--- config.mk ---
export PLATFORM = sky130hd
export DESIGN_NAME = demux_stream_router
export DESIGN_NICKNAME = d
export VERILOG_FILES = /design/src/rtl/demux_stream_router.sv
export SDC_FILE = /design/constraint.sdc
export NUM_CORES = 1
export LEC_CHECK = 0
export ABC_AREA = 1
export CAP_MARGIN = 20
export CORE_UTILIZATION = 48
export CTS_BUF_LIST = sky130_fd_sc_hd__clkbuf_2 sky130_fd_sc_hd__clkbuf_4 sky130_fd_sc_hd__clkbuf_8
export DETAILED_ROUTE_END_ITERATION = 8
export GPL_ROUTABILITY_DRIVEN = 0
export GPL_TIMING_DRIVEN = 0
export PLACE_DENSITY_LB_ADDON = 0.25
export SYNTH_ARGS = -nofsm -noshare
export SYNTH_HDL_FRONTEND = slang
export SYNTH_SLANG_ARGS = --single-unit
--- constraint.sdc ---
create_clock -name clk -period 2.2 [get_ports clk]
set_clock_uncertainty 0.1 [all_clocks]
set_input_delay 0.33 -clock clk [delete_from_list [all_inputs] [get_ports clk]]
set_output_delay 0.33 -clock clk [all_outputs]
set_load 0.05 [all_outputs]
--- src/rtl/demux_stream_router.sv ---
// rtl/demux_stream_router.sv - registered valid/ready demultiplexer with one-deep output slot per channel
// Unicast or all-enabled broadcast; words with no live target are dropped and counted.
module demux_stream_router #(
  parameter int DATA_W = 8,
  parameter int NUM_CH = 4,
  parameter int SEL_W  = 2,
  parameter int CNT_W  = 8
) (
  input  logic                     clk,
  input  logic                     rst,
  input  logic                     in_valid,
  output logic                     in_ready,
  input  logic [DATA_W-1:0]        in_data,
  input  logic [SEL_W-1:0]         in_sel,
  input  logic                     in_bcast,
  input  logic [NUM_CH-1:0]        ch_enable,
  output logic [NUM_CH-1:0]        out_valid,
  input  logic [NUM_CH-1:0]        out_ready,
  output logic [NUM_CH*DATA_W-1:0] out_data,
  output logic [CNT_W-1:0]         drop_count
);

  logic [NUM_CH-1:0] target;
  logic [NUM_CH-1:0] slot_free;
  logic [NUM_CH-1:0] load;
  logic              accept;

  // An out-of-range in_sel matches no channel, so it falls through to the drop path.
  always_comb begin
    target = '0;
    if (in_bcast) begin
      target = ch_enable;
    end else begin
      for (int i = 0; i < NUM_CH; i++) begin
        if (in_sel == SEL_W'(i)) target[i] = ch_enable[i];
      end
    end
  end

  assign slot_free = ~out_valid | out_ready;
  assign in_ready  = &(slot_free | ~target);
  assign accept    = in_valid & in_ready;
  assign load      = target & {NUM_CH{accept}};

  // Refill wins over drain so a busy channel sustains one word per cycle.
  always_ff @(posedge clk) begin
    if (rst) begin
      out_valid  <= '0;
      out_data   <= '0;
      drop_count <= '0;
    end else begin
      for (int i = 0; i < NUM_CH; i++) begin
        if (load[i]) begin
          out_valid[i]                  <= 1'b1;
          out_data[i*DATA_W +: DATA_W]  <= in_data;
        end else if (out_ready[i]) begin
          out_valid[i]                  <= 1'b0;
          out_data[i*DATA_W +: DATA_W]  <= '0;
        end
      end
      if (accept && (target == '0) && (drop_count != '1)) begin
        drop_count <= drop_count + CNT_W'(1);
      end
    end
  end

endmodule

* Word-level counts from Yosys, hierarchy flattened
Cells that the tools add are included.
** Storage, ports and cells
- Register bits :: 44
- Input bits :: 22
- Output and inout port bits :: 45
- Logic and storage cells :: 50
** Cells by class
- Add/sub/neg operators :: 1
- Equality and inequality tests :: 4
- Mux-type cells :: 21
- Bitwise gates (word level) :: 6
- Reduce and logical (&&, ||, !) cells :: 9
** Operators with widths (count)
- 8-bit 2-to-1 mux :: 8
- 1-bit 2-to-1 mux :: 12
- 8-bit by 1-bit adder with 8-bit output (second input constant) :: 1
- 8-bit != test (second input constant) :: 1
- 4-bit NOT :: 2
- 4-bit bitwise OR :: 2
- 2-bit nonzero test :: 4
- 4-bit bitwise AND :: 1
- 2-bit equality test (second input constant) :: 2
- 4-bit logical NOT :: 1
- 4-bit 2-to-1 mux :: 1
- 4-bit AND reduction :: 1
- 2-bit by 1-bit equality test with 1-bit output (second input constant) :: 1
- 1-bit logical AND :: 2
- 2-bit logical NOT :: 1
- 1-bit bitwise AND :: 1

* Logic depth before layout (Yosys ltp)
Gate-level depths: netlist (run 1).
- Depth in word-level cells :: 9
- Mapped depth :: 10
- Mapped depth without buffers :: 10

* Worst setup path after synthesis (run 1)
No wires, ideal clock.
- Path kind :: register to register
- Start point :: register drop_count[0]
- End point :: register drop_count[7]
- Library setup time :: 0.074 ns
- Data arrival time :: 1.851 ns
- Required time :: 2.026 ns
- Setup slack :: 0.175 ns
- Cell stages (with the launch flop) :: 8
- Buffers on the path :: 0
- Clock period less this slack :: 2.025 ns
- Path through :: dfxtp_1 ha_1 nand2_1 nor3b_4 nand3_4 nand4_2 nand2_1 a21oi_1
** On the way
- Longest elaborated chain between the ends :: 2
- Elaborated cells between the ends (all ways) :: 3
- Classes of those cells :: add/sub (1); eq/ne (1); reduce/logical (1)
** Ends and longest elaborated chain
- start, declared :: RTL line 20 : output logic [CNT_W-1:0] drop_count
- start signal, assigned :: RTL line 62 : drop_count <= drop_count + CNT_W'(1);
- parallel branches: the longest is 2 deep, another holds 8-bit by 1-bit adder with 8-bit output
Several ways; the timed one is not identified.
A chain may end at the register's enable or synchronous reset.

* Worst setup path in the final report (run 1)
- Start point :: input in_sel[0]
- End point :: output in_ready
** On the way
- Longest elaborated chain between the ends :: 6
- Elaborated cells between the ends (all ways) :: 12
- Classes of those cells :: eq/ne (3); mux (5); bitwise (2); reduce/logical (2)
** Ends and longest elaborated chain
- start, declared :: RTL line 14 : input logic [SEL_W-1:0] in_sel,
- 2-bit by 1-bit equality test with 1-bit output (tied with other cells) :: RTL line 35 : if (in_sel == SEL_W'(i)) target[i] = ch_enable[i];
- 1-bit 2-to-1 mux :: RTL line 35
- 4-bit 2-to-1 mux (*) :: RTL line 31 : if (in_bcast) begin
- 4-bit NOT (*) :: RTL line 41 : assign in_ready = &(slot_free | ~target);
- 4-bit bitwise OR (*) :: RTL line 41
- 4-bit AND reduction (*) :: RTL line 41
- end, declared :: RTL line 12 : output logic in_ready,
Mark *: on every way between the ends. The rest lies on a longest branch, timed or not.

==> run_results.csv, run 1 <==
group,metric,value,unit
clocking,cts.sinks,44,
detailed_routing,vias,1913,
pwr,powerDensity,586,nW/um2
finish,syn2layout_area_growth,38.2,%
clocking,post-cts-setup-buffers,0,
global_route,grt_start_max_net_pins,15,
outcome,status,"complete, no violations",
global_route,grt_first_pass_wirelength,7700,um
job,maxCapViolCount,0,
detailed_routing,ant_nets,0,
synthesis,yosysTopAreaCell,"dfxtp_1",
clocking,numCtsBuffers,5,
pwr,irDropWorstVdd,391,uV
finish,layout-drive-gt1-share,0.197,
finish,antennaDiodeCount,0,
clocking,cts-htree-levels,2,
floorplan,fp.dieH,68,um
sta,post-route-min-period,2060,ps
setup_path,worst_ep_required_time,1770,ps
global_route,grt_use_met2,0.338,
finish,final_cells,364,
synthesis,yosys_warnings,0,
synthesis,postSynthAreaPerCell,8.64,um2
worst_hold_path,holdPathStages,3,
pwr,leakagePower,0.00102,uW
sta,drv_slew,0,
clocking,clkTransAtPathRegs,80,ps
setup_path,rrSetupSlack,420,ps
setup_path,reg2regPathDepth,7,
setup_path,cp_cell_sequence,"clkdlybuf4s50_1 -> inv_1 -> nand2_1 -> nand2_1 -> nand3_2 -> nand2_4 -> nor2_8 -> buf_4",
global_route,grt-ovfl-total,0,
synthesis,async_reset_ff_frac,0,
floorplan,dieArea,4620,um2
setup_path,path_max_fanout,6,
sta,fin_ws,143,ps
clocking,cts_tree,"built",
synthesis,synth-edff-count,0,
detailed_routing,vias_per_cell,5.26,
sta,relSlewSlack,0.536,
synthesis,synth_area_leaders,"dfxtp_1 (42%), a21oi_2 (13%), nand2_1 (9.9%)",
sta,final-hold-violation-count,0,
global_route,busiest_layer,"met2",
synthesis,yosysUniqueCellTypes,27,
detailed_routing,wire_per_inst,13.8,um
floorplan,rows,23,
synthesis,synthTopCellsByCount,"nand2_1 (55), dfxtp_1 (44), nand3_1 (36)",
sta,finalSetupViolCount,0,
synthesis,netlist_instances,242,
detailed_routing,drtPass1Iterations,4,
clocking,clockBufferDepth,2,
setup_path,critPathLaunchType,"input port",
setup_path,cp_slowest_cell,"clkdlybuf4s50_1",
clocking,cts_root_buf,"clkbuf_8",
setup_path,crit_top_cell,"nand2_1",
placement,hpwl,3740,um
setup_path,worst_ep_arrival_time,1630,ps
worst_hold_path,hold_class,"input port to flip-flop",
placement,dp_cells,356,
setup_path,setup.worst_path.class,"input port to output port",
floorplan,core,4090,um2
detailed_routing,wl,5010,um
global_route,met1_usage,0.314,
synthesis,synth_top_area_share,0.421,
synthesis,synth_seq_cells,44,
sta,fin_crit_sh,0.935,
floorplan,ios,67,
setup_path,critPathTopFamily,"buffers and inverters",
setup_path,crit_buf_inv,3,
synthesis,synth.most_common_cell,"nand2_1",
placement,pre_cts_ws,-467,ps
sta,timing.hold.ws,347,ps
global_route,antenna_found_initial,0,
synthesis,synth-seq-area-share,0.421,
sta,rsz0062_at_grt,"no",
floorplan,initial_utilization,0.512,
setup_path,max_stage_delay,520,ps
global_route,grt_pass1_vias,1605,
global_route,track_usage,0.228,
sta,worstMarginPinSlew,696,ps
setup_path,endpoint_kind,"output port",
synthesis,syn_area,2090,um2
clocking,insertion_delay,300,ps
finish,final_nets,336,
floorplan,die_x,68,um
detailed_routing,drc,0,
detailed_routing,drtIter0Drc,107,
sta,clock.fmax,486,MHz
setup_path,cp.depth,8,
placement,portBuffers,64,
finish,fin_util,0.707,
global_route,met3_usage,0.0517,
finish,fillers,340,
synthesis,ys.flop_type,"dfxtp_1",
synthesis,syn_nets,265,
sta,tns,0,ps
==> per-layer routing <==
layer	vias to the layer above	share of wire
met5	-	0
met4	0	0.013
met3	7	0.045
met2	46	0.47
met1	901	0.47
li1	959	-
==> flip-flops by register name (all words and copies together), names as in the netlist <==
| name | flops |
|---|---|
| out_data | 32 |
| drop_count | 8 |
| out_valid | 4 |
==> power breakdown <==
| part | leakage, uW | switching [uW] | internal, uW | total (uW) |
|---|---|---|---|---|
| registers | 0.000357 | 12.9 | 818 | 831 |
| logic | 0.000622 | 207 | 110 | 318 |
| clock network | 0.0000434 | 291 | 254 | 546 |
| total | 0.00102 | 511 | 1180 | 1690 |
==> final cells by class <==
| cell class | count | area, um2 | area share |
|---|---|---|---|
| clock inverter | 2 | 15.0 | 0.00520 |
| buffer | 6 | 23.8 | 0.00823 |
| tap | 50 | 62.6 | 0.0217 |
| sequential | 44 | 881 | 0.305 |
| multi-input combinational | 172 | 1090 | 0.378 |
| inverter | 20 | 95.1 | 0.0329 |
| clock buffer | 6 | 82.6 | 0.0286 |
| timing repair buffer | 64 | 638 | 0.221 |
==> tightest hold or removal path: cells and delay by family <==
kind / cells / cell delay (ps)
buffers and inverters: 2 / 260
AO/OA/AOI/OAI: 1 / 130
==> final timing paths <==
kind	start	to
hold reg to reg	out_data[21]$_SDFFE_PP0P_	out_data[21]$_SDFFE_PP0P_
setup reg to reg	drop_count[0]$_SDFFE_PP0P_	drop_count[5]$_SDFFE_PP0P_
hold / removal	rst	out_valid[1]$_SDFFE_PP0P_
setup / recovery	in_sel[0]	in_ready
==> through the flow <==
stage	power (uW)	instance area [um2]
floorplan	1050	2090
global placement	1160	2790
detailed placement	1170	2790
CTS	1700	2890
global route	1750	2890
finish	1690	2890
==> cells by family after synthesis <==
group           count (synthesis)  synth area share
compound gates                 45             0.170
fa+ha+maj                       1           0.00598
flops                          44             0.421
simple gates                  121             0.325
buf+inv                        26            0.0568
xor+xnor                        5            0.0209
==> what timing repair did <==
action,in CTS,in global routing
resized for setup,5,2
hold buffers,0,0
endpoints found under the setup margin,1,1
==> placed cells by master, fill, tap and decap left out, drive strengths merged <==
cell	instances
ha	1
nand4	10
o21ai	1
nand3b	4
nor3	1
clkinvlp	2
clkdlybuf4s50	63
a21oi	40
xor2	5
nor3b	1
inv	16
nand2	58
dfxtp	44
clkbuf	10
clkinv	4
buf	3
nand3	39
o21a	4
nor2	8
Power figures use the tool's default switching activity.
==> run 2: changes to the inputs <==
CORE_UTILIZATION = 41   (was 48)
clock period = 2.4 ns   (was 2.2 ns; I/O delays follow)
==> run 2 against run 1 <==
Setup slack worse by 18 ps; power down 11%; critical path depth is the same; global-route usage fell by 3.0 points; wire length grew 1.1%; final cell count increased by 4.4%; final area is 0.30% higher; clock-buffer cell count unchanged; sequential cell count unchanged; first-iteration DRC count shrank 54%; worst hold slack improved by 44 ps; via count rose by 0.10%.
==> run_results.csv, run 2 (synthesis gave the netlist of run 1 again) <==
group,metric,value,unit
detailed_routing,vias,1915,
sta,post-route-min-period,2280,ps
setup_path,reg2regPathDepth,7,
sta,fin_ws,124,ps
setup_path,worst_ep_arrival_time,1820,ps
global_route,grt_start_max_net_pins,13,
setup_path,crit_end,"in_ready",
sta,clock.fmax,439,MHz
sta,relSlewSlack,0.531,
floorplan,die_x,73.4,um
global_route,grt-ovfl-total,0,
floorplan,rows,25,
finish,largest-register,"out_data",
worst_hold_path,hold_start,"out_data[29]$_SDFFE_PP0P_",
detailed_routing,ant_nets,0,
finish,largest_reg_flops,32,
setup_path,crit_top_cell,"nand2_1",
sta,rsz0062_at_grt,"no",
finish,layout_commonest_cell,"clkdlybuf4s50_1",
job,maxCapViolCount,0,
setup_path,setup.worst_path.class,"input port to output port",
global_route,track_usage,0.197,
finish,layout-drive-gt1-share,0.195,
setup_path,endpoint_kind,"output port",
global_route,grt_pass1_vias,1710,
clocking,clockBufferDepth,2,
floorplan,dieArea,5390,um2
finish,syn2layout_area_growth,38.6,%
setup_path,worstReg2RegEnd,"drop_count[4]$_SDFFE_PP0P_",
placement,place_area,2820,um2
sta,drv_slew,0,
setup_path,rrSetupSlack,620,ps
sta,tns,0,ps
finish,largestRegisters,"out_data: 32 flops, drop_count: 8 flops, out_valid: 4 flops",
worst_hold_path,hold_class,"flip-flop to flip-flop",
outcome,status,"complete, no violations",
setup_path,critPathLaunchType,"input port",
sta,final-hold-violation-count,0,
clocking,ctsHoldBuffers,0,
global_route,antenna_found_initial,0,
clocking,cts_tree,"built",
clocking,cts.sinks,44,
detailed_routing,vias_per_cell,5.04,
placement,portBuffers,64,
detailed_routing,wire_per_inst,13.3,um
clocking,insertion_delay,290,ps
clocking,clkTransAtPathRegs,80,ps
pwr,irDropWorstVdd,361,uV
floorplan,fp.dieH,73.4,um
setup_path,cp_slowest_cell,"clkdlybuf4s50_1",
detailed_routing,drtIter0Drc,49,
setup_path,rr_startpoint,"drop_count[0]$_SDFFE_PP0P_",
detailed_routing,wl,5070,um
finish,final_area,2900,um2
finish,seqCellArea,881,um2
clocking,numCtsBuffers,5,
pwr,powerDensity,518,nW/um2
clocking,cts_root_buf,"clkbuf_8",
setup_path,cp_cell_sequence,"clkdlybuf4s50_1 -> inv_1 -> nand2_1 -> nand2_1 -> nand3_2 -> nand2_2 -> nor2_8 -> clkdlybuf4s15_2",
sta,finalSetupViolCount,0,
floorplan,ios,67,
floorplan,initial_utilization,0.434,
sta,worstMarginPinSlew,703,ps
floorplan,core,4820,um2
placement,pre_cts_ws,-314,ps
placement,hpwl,3810,um
setup_path,max_stage_delay,520,ps
detailed_routing,drc,0,
finish,antennaDiodeCount,0,
setup_path,worst_ep_required_time,1940,ps
finish,multi_input_area,1090,um2
sta,timing.hold.ws,391,ps
detailed_routing,drtPass1Iterations,4,
pwr,leakagePower,0.00102,uW
setup_path,path_max_fanout,6,
finish,layout_common_cells,"clkdlybuf4s50_1 (63), nand2_1 (55), dfxtp_1 (44)",
sta,fin_crit_sh,0.948,
setup_path,worstSetupStartpoint,"in_sel[1]",
global_route,grt_first_pass_wirelength,8040,um
clocking,cts-htree-levels,2,
finish,fillers,457,
finish,final_nets,336,
-- run 2: changes by cell type in the layout (fill, tap and decap cells not counted) --
cell / previous run / this run
clkbuf_8: 6 / 5
clkbuf_4: 0 / 1
clkinvlp_4: 2 / 0
buf_4: 1 / 0
clkinv_2: 0 / 1
clkdlybuf4s15_2: 0 / 1
-- run 2: worst min-delay path by stage --
stage	endpoint	slack (ps)	cells after the start
floorplan	out_data[14]$_SDFFE_PP0P_	400	2
finish	out_data[29]$_SDFFE_PP0P_	390	2
global route	out_data[22]$_SDFFE_PP0P_	410	2
CTS	out_data[29]$_SDFFE_PP0P_	390	2
global placement	out_data[31]$_SDFFE_PP0P_	380	2
detailed placement	out_data[22]$_SDFFE_PP0P_	380	2
-- run 2: critical path: cells and delay by family --
family	cells	cell delay, ps
buffers and inverters	3	970
AND/OR/NAND/NOR	5	480
-- run 2: layout make-up --
class / count / share of cell area
well taps: 67 / 0.0289
clock buffers: 6 / 0.0263
repair buffers: 64 / 0.222
plain buffers: 6 / 0.00820
flip-flops and latches: 44 / 0.304
inverters: 20 / 0.0328
clock inverters: 1 / 0.00173
multi-input cells: 172 / 0.377
-- run 2: power by group --
group / switching (uW) / internal (uW) / leakage, uW
Clock: 239 / 210 / 0.0000445
Combinational: 189 / 101 / 0.000624
Sequential: 12.7 / 750 / 0.000357
-- run 2: timing repair --
item / in CTS / in global routing
resized for setup: 3 / 0
setup endpoints to repair: 1 / 0
setup buffers: 0 / 0
hold endpoints to repair: 0 / 0
-- run 2: per-stage QoR --
stage	utilization	total power (uW)	std cells
finish	0.602	1500	380
global placement	0.584	1070	373
floorplan	-	961	242
global route	0.602	1560	380
detailed placement	0.584	1070	373
CTS	0.602	1510	380
-- run 2: routing by layer --
metal | share of wire | routed length, um | vias to the layer above | GRT usage
met3 | 0.067 | 338 | 7 | 0.0521
li1 | - | - | 962 | -
met4 | 0.013 | 65 | 0 | 0.0534
met5 | 0 | 0 | - | 0
met2 | 0.47 | 2360 | 61 | 0.324
met1 | 0.45 | 2310 | 885 | 0.257
==> run 3: changes to the inputs <==
PLACE_DENSITY = 0.83   (was default)
PLACE_DENSITY_LB_ADDON = default   (was 0.25)
==> run 3 against run 2 <==
Largest cell class unchanged; final cell count is 0.26% higher; first-iteration DRC count increased by 55%; register-to-register slack got worse by 30 ps; power rose by 7.8%; setup slack worse by 29 ps; combinational power is essentially flat; sequential share of layout area shrank 0.31 points; largest power group unchanged; sequential power barely moved.
==> run_results.csv, run 3 (synthesis gave the netlist of run 1 again) <==
group,metric,value,unit
sta,post-route-min-period,2300,ps
clocking,cts-htree-levels,2,
pwr,powerDensity,553,nW/um2
finish,layout-drive-gt1-share,0.197,
setup_path,critPathLaunchType,"input port",
finish,final_nets,336,
finish,antennaDiodeCount,0,
sta,clock.fmax,434,MHz
floorplan,rows,25,
setup_path,endpoint_kind,"output port",
detailed_routing,drc,0,
detailed_routing,ant_nets,0,
clocking,insertion_delay,290,ps
clocking,ctsHoldBuffers,0,
placement,portBuffers,64,
clocking,numCtsBuffers,5,
pwr,leakagePower,0.00103,uW
detailed_routing,wl,5430,um
global_route,track_usage,0.215,
sta,finalSetupViolCount,0,
finish,largest_reg_flops,32,
job,maxCapViolCount,0,
finish,largestRegisters,"out_data: 32 flops, drop_count: 8 flops, out_valid: 4 flops",
finish,layout_commonest_cell,"clkdlybuf4s50_1",
finish,largest-register,"out_data",
setup_path,setup.worst_path.class,"input port to output port",
sta,relSlewSlack,0.537,
detailed_routing,drtIter0Drc,76,
clocking,clockBufferDepth,2,
global_route,grt_pass1_vias,1885,
finish,final_area,2930,um2
floorplan,fp.dieH,73.4,um
floorplan,initial_utilization,0.434,
detailed_routing,vias_per_cell,5.08,
clocking,clkTransAtPathRegs,80,ps
global_route,antenna_found_initial,0,
detailed_routing,vias,1935,
global_route,grt-ovfl-total,0,
placement,hpwl,4110,um
setup_path,worst_ep_required_time,1940,ps
floorplan,core,4820,um2
floorplan,dieArea,5390,um2
setup_path,rrSetupSlack,590,ps
sta,fin_crit_sh,0.960,
floorplan,ios,67,
detailed_routing,drtPass1Iterations,4,
sta,worstMarginPinSlew,694,ps
sta,drv_slew,0,
global_route,grt_first_pass_wirelength,8850,um
clocking,cts_tree,"built",
clocking,cts_root_buf,"clkbuf_8",
setup_path,path_max_fanout,6,
detailed_routing,wire_per_inst,14.2,um
global_route,grt_start_max_net_pins,15,
floorplan,die_x,73.4,um
clocking,cts.sinks,44,
setup_path,worst_ep_arrival_time,1840,ps
finish,layout_common_cells,"clkdlybuf4s50_1 (63), nand2_1 (55), dfxtp_1 (44)",
sta,rsz0062_at_grt,"no",
sta,final-hold-violation-count,0,
outcome,status,"complete, no violations",
finish,final_cells,381,
finish,syn2layout_area_growth,40.0,%
worst_hold_path,hold_class,"flip-flop to flip-flop",
placement,dp_cells,373,
placement,place_area,2820,um2
pwr,irDropWorstVdd,334,uV
run 3: repair_timing:
action,4_1_cts,5_1_grt
buffers inserted,0,0
resized for setup,3,0
endpoints found under the setup margin,1,0
run 3: layout make-up:
cell class              instances  area (um2)
fillers                       443        1890
clock inverters                 3        42.5
plain buffers                   6        23.8
flip-flops and latches         44         881
clock buffers                   5        68.8
inverters                      20        95.1
multi-input cells             172        1090
repair buffers                 64         642
well taps                      67        83.8
run 3: metal layers:
layer,share of wire,GRT usage,vias up
met1,0.45,0.273,905
met2,0.49,0.368,52
met3,0.048,0.0412,9
met5,0,0,-
li1,-,-,969
met4,0.015,0.0662,0
run 3: report_power, final:
group | switching (uW) | total [uW] | internal [uW]
clock network | 255 | 563 | 308
logic | 191 | 293 | 101
registers | 12.8 | 763 | 750
total | 459 | 1620 | 1160
run 3: worst paths after layout:
check                                                  end                       start  cells past startpoint
worst min-delay path             out_data[23]$_SDFFE_PP0P_   out_data[23]$_SDFFE_PP0P_                      2
worst max register to register  drop_count[4]$_SDFFE_PP0P_  drop_count[0]$_SDFFE_PP0P_                      7
worst min register to register   out_data[23]$_SDFFE_PP0P_   out_data[23]$_SDFFE_PP0P_                      2
worst max-delay path                              in_ready                   in_sel[0]                      8
run 3: per-stage QoR:
step / power [uW] / setup TNS [ps] / hold WS (ps) / util / setup WS (ps)
floorplan: 961 / 0 / 404 / - / 375
global placement: 1070 / -318 / 377 / 0.584 / -318
detailed placement: 1070 / -356 / 380 / 0.584 / -356
CTS: 1630 / 0 / 387 / 0.608 / 77.3
global route: 1680 / 0 / 414 / 0.608 / 32.3
finish: 1620 / 0 / 393 / 0.608 / 95.2
run 3: critical path, stage by stage:
cell and delay [ps]:
clkdlybuf4s50_1 520, inv_1 50, nand2_1 60, nand2_1 80, nand3_2 90, nand2_4 70
nor2_8 200, clkdlybuf4s15_2 400
